==> src/rtl/mem_arbiter.sv <==
// rtl/mem_arbiter.sv - icache/dcache arbiter onto a single-ported RAM controller
// Dcache wins by default; a saturating streak counter forces an icache grant.
module mem_arbiter #(
  parameter int ADDR_W       = 32,
  parameter int DATA_W       = 32,
  parameter int MAX_D_STREAK = 4
) (
  input  logic              CLK,
  input  logic              RST,
  input  logic              iREN,
  input  logic [ADDR_W-1:0] iaddr,
  output logic              iwait,
  output logic [DATA_W-1:0] iload,
  input  logic              dREN,
  input  logic              dWEN,
  input  logic [ADDR_W-1:0] daddr,
  input  logic [DATA_W-1:0] dstore,
  output logic              dwait,
  output logic [DATA_W-1:0] dload,
  output logic              ramREN,
  output logic              ramWEN,
  output logic [ADDR_W-1:0] ramaddr,
  output logic [DATA_W-1:0] ramstore,
  input  logic [DATA_W-1:0] ramload,
  input  logic [1:0]        ramstate,
  output logic              mem_err,
  output logic [2:0]        d_streak
);

  typedef enum logic [1:0] {IDLE, I_ACC, D_ACC} state_t;

  localparam logic [1:0] RS_ACCESS = 2'd2;
  localparam logic [1:0] RS_ERROR  = 2'd3;
  localparam logic [2:0] MAX_S     = 3'(MAX_D_STREAK);

  state_t state, next;
  logic   dreq;

  assign dreq  = dREN | dWEN;
  assign iload = ramload;
  assign dload = ramload;

  always_ff @(posedge CLK or posedge RST) begin
    if (RST) begin
      state    <= IDLE;
      d_streak <= 3'd0;
      mem_err  <= 1'b0;
    end else begin
      state <= next;
      // Streak only moves when a new grant is issued
      if (state == IDLE) begin
        if (next == D_ACC) begin
          if (!iREN)
            d_streak <= 3'd0;
          else if (d_streak != MAX_S)
            d_streak <= d_streak + 3'd1;
        end else if (next == I_ACC) begin
          d_streak <= 3'd0;
        end
      end
      if (state != IDLE && ramstate == RS_ERROR)
        mem_err <= 1'b1;
    end
  end

  always_comb begin
    next     = state;
    ramREN   = 1'b0;
    ramWEN   = 1'b0;
    ramaddr  = '0;
    ramstore = '0;
    iwait    = 1'b1;
    dwait    = 1'b1;
    case (state)
      IDLE: begin
        if (dreq && (!iREN || d_streak != MAX_S))
          next = D_ACC;
        else if (iREN)
          next = I_ACC;
      end
      I_ACC: begin
        if (!iREN) begin
          next = IDLE;
        end else begin
          ramREN  = 1'b1;
          ramaddr = iaddr;
          if (ramstate == RS_ACCESS) begin
            iwait = 1'b0;
            next  = IDLE;
          end
        end
      end
      D_ACC: begin
        if (!dreq) begin
          next = IDLE;
        end else begin
          // Write takes precedence when both enables are high
          ramWEN   = dWEN;
          ramREN   = !dWEN;
          ramaddr  = daddr;
          ramstore = dstore;
          if (ramstate == RS_ACCESS) begin
            dwait = 1'b0;
            next  = IDLE;
          end
        end
      end
      default: next = IDLE;
    endcase
  end

endmodule
==> config.mk <==
export PLATFORM = sky130hd
export DESIGN_NAME = mem_arbiter
export DESIGN_NICKNAME = d
export VERILOG_FILES = /design/src/rtl/mem_arbiter.sv
export SDC_FILE = /design/constraint.sdc
export NUM_CORES = 1
export LEC_CHECK = 0
export CAP_MARGIN = 20
export CORE_AREA = 10 10 97 99
export DETAILED_ROUTE_END_ITERATION = 12
export DIE_AREA = 0 0 107 109
export DONT_BUFFER_PORTS = 1
export PLACE_DENSITY = 0.39
export SLEW_MARGIN = 40
export SYNTH_ARGS = -nofsm -noshare
export SYNTH_HDL_FRONTEND = slang
export SYNTH_SLANG_ARGS = --single-unit
==> constraint.sdc <==
create_clock -name CLK -period 2.6 [get_ports CLK]
set_clock_uncertainty 0.05 [all_clocks]
set_input_delay 0.52 -clock CLK [delete_from_list [all_inputs] [get_ports CLK]]
set_output_delay 0.52 -clock CLK [all_outputs]
set_load 0.1 [all_outputs]
Word level (Yosys, flattened, before mapping)
Cells that the tools add are included.
Widths: inputs -> output; s select.
{"block": "classes", "addsub": 1, "n_eq_ne": 8, "muxes": 25, "n_bitwise": 1, "n_reduce_logical": 9}
{"op": "$mux 32", "n": 4}
{"op": "$pmux 32 s2", "n": 1}
{"op": "$mux 3", "n": 4}
{"op": "$mux 2", "n": 5}
{"op": "$mux 1", "n": 9}
{"op": "$eq 2x2->1 const B", "n": 4}
{"op": "$pmux 2 s3", "n": 1}
{"op": "$eq 2x1->1 const B", "n": 2}
{"op": "$reduce_bool 2->1", "n": 2}
{"op": "$add 3x1->3 const B", "n": 1}
{"op": "$ne 3x2->1 const B", "n": 1}
{"op": "$ne 3x3->1 const B", "n": 1}
{"op": "$reduce_and 3->1", "n": 1}
{"op": "$logic_and 1x1->1", "n": 2}
{"op": "$logic_not 1->1", "n": 2}
{"op": "$logic_not 2->1", "n": 1}
{"op": "$pmux 1 s2", "n": 1}
{"op": "$logic_or 1x1->1", "n": 1}
{"op": "$or 1x1->1", "n": 1}
{"block": "totals", "regBits": 6, "in_bits": 135, "out_inout_bits": 136, "wordCells": 47}

Logic depth before layout (Yosys ltp)
Gate-level depths: netlist (run 1).
{"block": "logic_depth", "ltp_word": 8, "depth_mapped": 11, "mapped_depth_nobuf": 9}

Worst setup path after synthesis (run 1)
OpenSTA, ideal clock, no wires.
{"block": "synth_path", "kind": "flip-flop to output port", "startpoint": "register state[0]", "endpoint": "output port ramaddr[10]", "arrival_time_ps": 2501, "required_time_ps": 2030, "setup_slack_ps": -471, "stages_incl_launch_ff": 7, "path_buffers": 1, "path_cell_list": "dfrtp_1 > inv_1 > ha_1 > o21a_1 > clkbuf_1 > a22oi_1 > nor2b_1"}
{"block": "synth_between", "elab_chain_cells": 2, "word_cells_on_any_way": 3, "classes_between": "eq/ne (2); mux (1)"}
{"element": "from (decl)", "line": "36", "rtl": "state_t state, next;"}
{"element": "from (signal assigned)", "line": "49", "rtl": "state <= next;"}
{"element": "$eq 2x2->1 / $eq 2x1->1 (equally long branches)", "line": "74", "rtl": "case (state)"}
{"element": "$pmux 32 s2 (*)", "line": "74"}
{"element": "to (decl)", "line": "22", "rtl": "output logic [ADDR_W-1:0] ramaddr,"}
Every way passes the cells marked *; elsewhere a longest branch is shown, timed or not.

Worst setup path in the final report (run 1)
{"block": "layout_path", "startpoint": "register state[1]", "endpoint": "output port ramaddr[0]"}
The elaborated chain is that of the path after synthesis.

==> results.tsv, run 1 <==
stage	metric	value	unit
logic_synthesis	Syn Nets	368	
pwr	Switching Share	63.0	%
routing	# DRC	0	
critical_path	CP max FO	26	
floorplanning	chip width	107	um
routing	DR iter-0 viols	67	
critical_path	Worst EP arrival	1.90	ns
pwr	Seq pwr share	3.4	%
hold_path	min-delay worst type	primary input to async pin	
critical_path	worst flop-to-flop path startpoint	state[1]$_DFF_PP0_	
layout	fin cells	329	
pwr	combinational power share	93.3	%
critical_path	Critical Path Max Stage Delay	0.42	ns
layout	proportion of layout cells with a drive suffix above 1	54.2	%
critical_path	reg2reg end	d_streak[0]$_DFFE_PP0P_	
sta	Pins Over Slew Limit	0	
critical_path	type of destination of the critical path	primary output	
placement	IO buf count	0	
logic_synthesis	Compound-Gate Fraction of Synth Area	20.9	%
global_routing	number of global-route vias before repair	1619	
clock_network	clock tree buffer depth	2	
logic_synthesis	post-synthesis sequential area ratio	8.83	%
pwr	total power draw	4.31	mW
logic_synthesis	syn avg cell area	7.52	um^2
logic_synthesis	xor and xnor area share after synthesis	0	%
logic_synthesis	simple-gate share of the synthesized area	29.4	%
layout	fin area	2790	um^2
floorplanning	die area	11700	um^2
pwr	clock power share	3.3	%
floorplanning	IO Count	271	
pwr	Leak Pwr	1.07	nW
clock_network	setup bufs post-CTS	0	
logic_synthesis	Post-Syn Instances	226	
critical_path	CP required	2.03	ns
pwr	PwrDens	1550	nW/um^2
sta	Tightest Pin Transition	0.503	ns
routing	Via-to-Cell Ratio	4.57	
critical_path	worst setup path class	flip-flop to primary output	
floorplanning	initial cell density of the core	22.6	%
clock_network	H-tree lvl count	1	
critical_path	crit-path leading delay family	buffers and inverters	
critical_path	Reg2Reg Setup Slack	0.24	ns
global_routing	total track usage	11.0	%
clock_network	clock root buffer	clkbuf_8	
routing	WL/cell	21.5	um
layout	# nets final	371	
sta	RSZ-0062 raised after global routing	false	
critical_path	crit start category	flip-flop	
placement	routability cong.	0.741	
placement	post-placement cell count	326	
layout	Antenna diodes	0	
layout	FILL cells	768	
critical_path	CP Cell Sequence	inv_1, ha_1, and2_2, buf_8, a22oi_1, nor2b_2, buf_12	
floorplanning	die height	109	um
logic_synthesis	synthesized area	1700	um^2
pwr	Psw	2.72	mW
pwr	Int Power	1.59	mW
logic_synthesis	main flop type after synthesis	dfrtp_1	
critical_path	worst r2r path cells	8	
placement	Placed Area	2720	um^2
global_routing	largest net degree at the start of global routing	37	
global_routing	initial antenna violation count	0	
routing	Routed Antenna Nets	0	
sta	Setup-failing EPs final	0	
critical_path	critical path depth	7	
clock_network	CTS Buf Count	3	
logic_synthesis	proportion of synthesized area in mux cells	0.662	%
clock_network	clock sink count	6	
clock_network	clk_lat worst skew	0.22	ns
layout	Area Overhead vs Synth	63.9	%
floorplanning	Core ar.	7530	um^2
sta	final hold vios	0	
logic_synthesis	Async SR Flop Fraction	100	%
logic_synthesis	number of synthesized register bits	6	
global_routing	total gr overflow	0	
logic_synthesis	Post-synth EDFFs	0	
clock_network	CTS tree	yes	
routing	Initial DRT Pass Iterations	4	
routing	vias	1503	
logic_synthesis	Adder-Cell Fraction of Synth Area	5.15	%
placement	Final HPWL DP	6510	um
sta	Slew headroom	66.5	%
sta	Tcrit/Tclk final	94.9	%
logic_synthesis	YS warnings	0	
critical_path	worst path bufs/invs	3	
logic_synthesis	largest family of logic cells by synthesized area	buffers and inverters	
sta	Final min period	2.47	ns
sta	Max Fclk	0.405	GHz
status	outcome	finished clean	
pwr	maximum vdd drop	761	uV
routing	final WL	7070	um
global_routing	first-pass GRT wire length	10100	um
clock_network	CTS clk-pin slew, worst paths	0.04	ns
floorplanning	Rows	32	
critical_path	Crit-path slowest cell	dfrtp_1	
sta	Setup TNS	0	ns
logic_synthesis	Synth cell types	31	
job	max_cap viols	0	
## power by group through the flow
stage	logic (mW)	clock network [mW]	registers, mW
after floorplan	3.07	0	0.251
after detailed placement	4.04	0	0.147
after CTS	4.04	0.145	0.146
after global routing	4.18	0.151	0.151
after global placement	4.03	0	0.145
final	4.02	0.141	0.146
## cell usage in the layout (no fill, tap or decap), types with 2 or more instances in the layout
cell,instances
buf_12,65
nor2b_2,33
and2_1,33
a22oi_1,32
buf_4,8
ha_1,7
inv_1,6
nand2_1,5
dfrtp_2,4
clkbuf_8,3
nor2b_1,2
nand2b_1,2
o21a_1,2
a21oi_1,2
buf_8,2
dfrtp_1,2
## how the worst max path moves through the flow
| stage | startpoint | endpoint | slack, ns |
|---|---|---|---|
| global placement | state[1]$_DFF_PP0_ | d_streak[0]$_DFFE_PP0P_ | 0.27 |
| CTS | state[1]$_DFF_PP0_ | ramaddr[0] | 0.02 |
| finish | state[1]$_DFF_PP0_ | ramaddr[0] | 0.13 |
| detailed placement | state[1]$_DFF_PP0_ | d_streak[0]$_DFFE_PP0P_ | 0.20 |
| floorplan | state[0]$_DFF_PP0_ | ramaddr[10] | 0.04 |
| global route | state[0]$_DFF_PP0_ | ramaddr[6] | 0.004 |
## stage by stage
stage	utilization [%]	hold WS, ns	setup WS, ns
2_1_floorplan	-	0.261	0.0405
3_3_place_gp	36.2	0.296	0.270
3_5_place_dp	36.2	0.305	0.204
4_1_cts	36.7	0.0647	0.0160
5_1_grt	37.0	0.0691	0.00369
6_report	37.0	0.0554	0.132
## logic make-up after synthesis
kind of cell,Yosys count
muxes,1
adders and majority gates,7
buffers and inverters,84
AOI/OAI and AO/OA,47
DFF,6
and+or+nand+nor,81
## flip-flops by register name, summed over array words and instances, names as in the netlist
register  cells
d_streak      3
state         2
mem_err       1
## per-layer routing
layer	track usage, %	vias up	share of wire [%]
li1	-	692	-
met1	9.45	677	28
met2	21.9	128	59
met3	6.19	6	12
met4	1.64	0	0.65
met5	0	-	0
## cell type report
class	count	area [um^2]	area share [%]
Multi-Input combinational cell	136	1040	37.3
Timing Repair Buffer	76	1400	50.3
Sequential cell	6	155	5.57
Tap cell	102	128	4.58
Clock buffer	3	41.3	1.48
Inverter	6	22.5	0.808
## cell usage after synthesis, types with 2 or more instances
cell type  number  area, um^2
and2_1         34         213
inv_1           6        22.5
o21a_1          3        22.5
dfrtp_1         6         150
ha_1            7        87.6
buf_2           6        30.0
nand2b_1        2        12.5
nand2_1         5        18.8
buf_4          64         480
clkbuf_1        4        15.0
nor2b_1        35         219
a22oi_1        32         240
a21oi_1         2        10.0
buf_6           3        33.8
## worst register-to-register path: cells and delay by family, from the launching register on
family / cells / cell delay (ns)
AO/OA/AOI/OAI: 3 / 0.57
adder cells (fa/ha/maj): 2 / 0.54
multiplexers: 1 / 0.27
flip-flops: 1 / 0.43
AND/OR/NAND/NOR: 2 / 0.39
## timing repair
action / CTS / global route
resized for setup: 0 / 7
endpoints found under the setup margin: 0 / 34
hold buffers: 0 / 0
No activity file was read; power rests on OpenSTA's default activity.
==> run 2: changes to the inputs <==
Settings changed: PLACE_DENSITY 0.39 to 0.4.
Clock period 2.6 ns to 2.05 ns, I/O delays scaled along.
==> results.tsv, run 2 (synthesized netlist as in run 1, its figures left out) <==
stage	metric	value	unit
layout	Top Registers	d_streak x3, state x2, mem_err x1	
routing	WL/cell	22.9	um
layout	Antenna diodes	0	
layout	leading cell type in the layout, fill and taps excluded	buf_12	
floorplanning	die area	11700	um^2
clock_network	CTS clk-pin slew, worst paths	0.04	ns
floorplanning	die height	109	um
sta	Final Worst Setup Slack	-0.163	ns
pwr	clock power share	2.8	%
sta	Tightest Pin Transition	0.492	ns
clock_network	clock root buffer	clkbuf_8	
sta	Setup-failing EPs final	64	
clock_network	CTS tree	yes	
pwr	PwrDens	1830	nW/um^2
floorplanning	Core ar.	7530	um^2
global_routing	total gr overflow	0	
floorplanning	initial cell density of the core	22.6	%
layout	FILL cells	703	
sta	Pins Over Slew Limit	0	
placement	Final HPWL DP	6670	um
routing	Initial DRT Pass Iterations	4	
floorplanning	Rows	32	
placement	Placed Area	3140	um^2
sta	Slew headroom	67.2	%
sta	Final min period	2.21	ns
routing	Via-to-Cell Ratio	4.68	
pwr	combinational power share	94.1	%
placement	IO buf count	0	
routing	final WL	8030	um
status	failing checks	setup timing	
global_routing	initial antenna violation count	0	
critical_path	type of destination of the critical path	flip-flop	
floorplanning	chip width	107	um
routing	DR iter-0 viols	121	
placement	routability cong.	0.761	
routing	vias	1637	
sta	final hold vios	0	
routing	# DRC	0	
clock_network	clk_lat worst skew	0.22	ns
pwr	maximum vdd drop	921	uV
pwr	Seq pwr share	3.0	%
sta	Tcrit/Tclk final	108	%
clock_network	clock tree buffer depth	2	
global_routing	number of global-route vias before repair	1812	
critical_path	crit start category	flip-flop	
clock_network	clock sink count	6	
pwr	Psw	3.74	mW
status	outcome	finished with violations	
clock_network	H-tree lvl count	1	
critical_path	Worst EP arrival	2.27	ns
layout	fin area	3510	um^2
layout	Largest Register	d_streak	
critical_path	worst setup path class	flip-flop to flip-flop	
hold_path	min-delay worst type	primary input to flip-flop	
pwr	Switching Share	58.1	%
layout	max reg flops	3	
critical_path	CP max FO	3	
layout	most frequent cells in the layout	buf_12, a22oi_2, nor2b_4	
layout	# nets final	391	
layout	Area Overhead vs Synth	107	%
pwr	total power draw	6.43	mW
routing	Routed Antenna Nets	0	
floorplanning	IO Count	271	
sta	RSZ-0062 raised after global routing	true	
job	max_cap viols	0	
pwr	Int Power	2.69	mW
layout	proportion of layout cells with a drive suffix above 1	87.5	%
pwr	Leak Pwr	1.37	nW
global_routing	first-pass GRT wire length	11200	um
clock_network	CTS Buf Count	3	
global_routing	total track usage	12.1	%
global_routing	largest net degree at the start of global routing	34	
sta	Setup TNS	-5.22	ns
sta	Max Fclk	0.452	GHz
critical_path	CP required	2.10	ns
run 2: changes by cell type in the layout (fill, tap and decap cells not counted), sizes merged:
cell         change
buf             +17
clkbuf           +3
dlygate4sd3      +1
run 2: power groups by stage:
stage | combinational [mW] | sequential [mW] | clock, mW
3_5_place_dp | 5.80 | 0.194 | 0
2_1_floorplan | 4.31 | 0.332 | 0
6_report | 6.05 | 0.196 | 0.183
4_1_cts | 6.09 | 0.195 | 0.188
5_1_grt | 6.27 | 0.200 | 0.199
3_3_place_gp | 5.78 | 0.189 | 0
run 2: final timing paths:
path / startpoint / end / slack (ns) / depth (start not counted)
min in group asynchronous: RST / d_streak[0]$_DFFE_PP0P_ / 0.50 / 2
worst max register to register: state[1]$_DFF_PP0_ / d_streak[0]$_DFFE_PP0P_ / -0.16 / 8
worst max-delay path: state[1]$_DFF_PP0_ / d_streak[0]$_DFFE_PP0P_ / -0.16 / 8
worst min-delay path: ramstate[1] / mem_err$_DFFE_PP0P_ / 0.29 / 1
max in group asynchronous: RST / d_streak[1]$_DFFE_PP0P_ / 1.23 / 2
worst min register to register: state[0]$_DFF_PP0_ / state[0]$_DFF_PP0_ / 0.69 / 3
run 2: layout make-up:
cell class | instances | area [um^2] | share of cell area, %
flip-flops and latches | 6 | 160 | 4.56
well taps | 102 | 128 | 3.63
inverters | 6 | 25.0 | 0.713
clock buffers | 4 | 45.0 | 1.28
multi-input cells | 136 | 1470 | 41.7
repair buffers | 96 | 1690 | 48.1
run 2: timing repair:
item                       CTS  global route
gates cloned                 2             2
setup endpoints to repair   70            70
hold buffers                 1             0
hold endpoints to repair     6             0
pin swaps                   25            14
buffers inserted             4             0
gates resized for setup     41             5
run 2: layer usage:
| metal | global-route usage (%) | vias up | share of wire [%] |
|---|---|---|---|
| met5 | 0 | - | 0 |
| met4 | 1.74 | 0 | 0.80 |
| met2 | 22.7 | 129 | 57 |
| met1 | 11.6 | 759 | 30 |
| li1 | - | 737 | - |
| met3 | 6.67 | 12 | 12 |
run 2: critical path, stage by stage (launching register included):
cell and delay, ns:
dfrtp_1 0.41, ha_2 0.21, or2b_1 0.22, a221o_1 0.31
o21a_1 0.12, ha_1 0.28, nor2b_2 0.15, o21ai_1 0.10
mux2_2 0.26
run 2: stage by stage:
stage | worst slack (ns) | utilization, % | hold slack [ns] | instances
after floorplan | -0.232 | - | 0.151 | 226
after global placement | -0.110 | 41.7 | 0.183 | 337
after detailed placement | -0.175 | 41.7 | 0.186 | 337
after CTS | -0.165 | 45.7 | 0.289 | 348
after global routing | -0.237 | 46.7 | 0.297 | 350
final | -0.163 | 46.7 | 0.294 | 350
==> run 3: changes to the inputs <==
Settings changed: HOLD_SLACK_MARGIN set to 0.12.
==> results of run 3 <==
Final layout, timing and power as in run 2 (identical DEF).
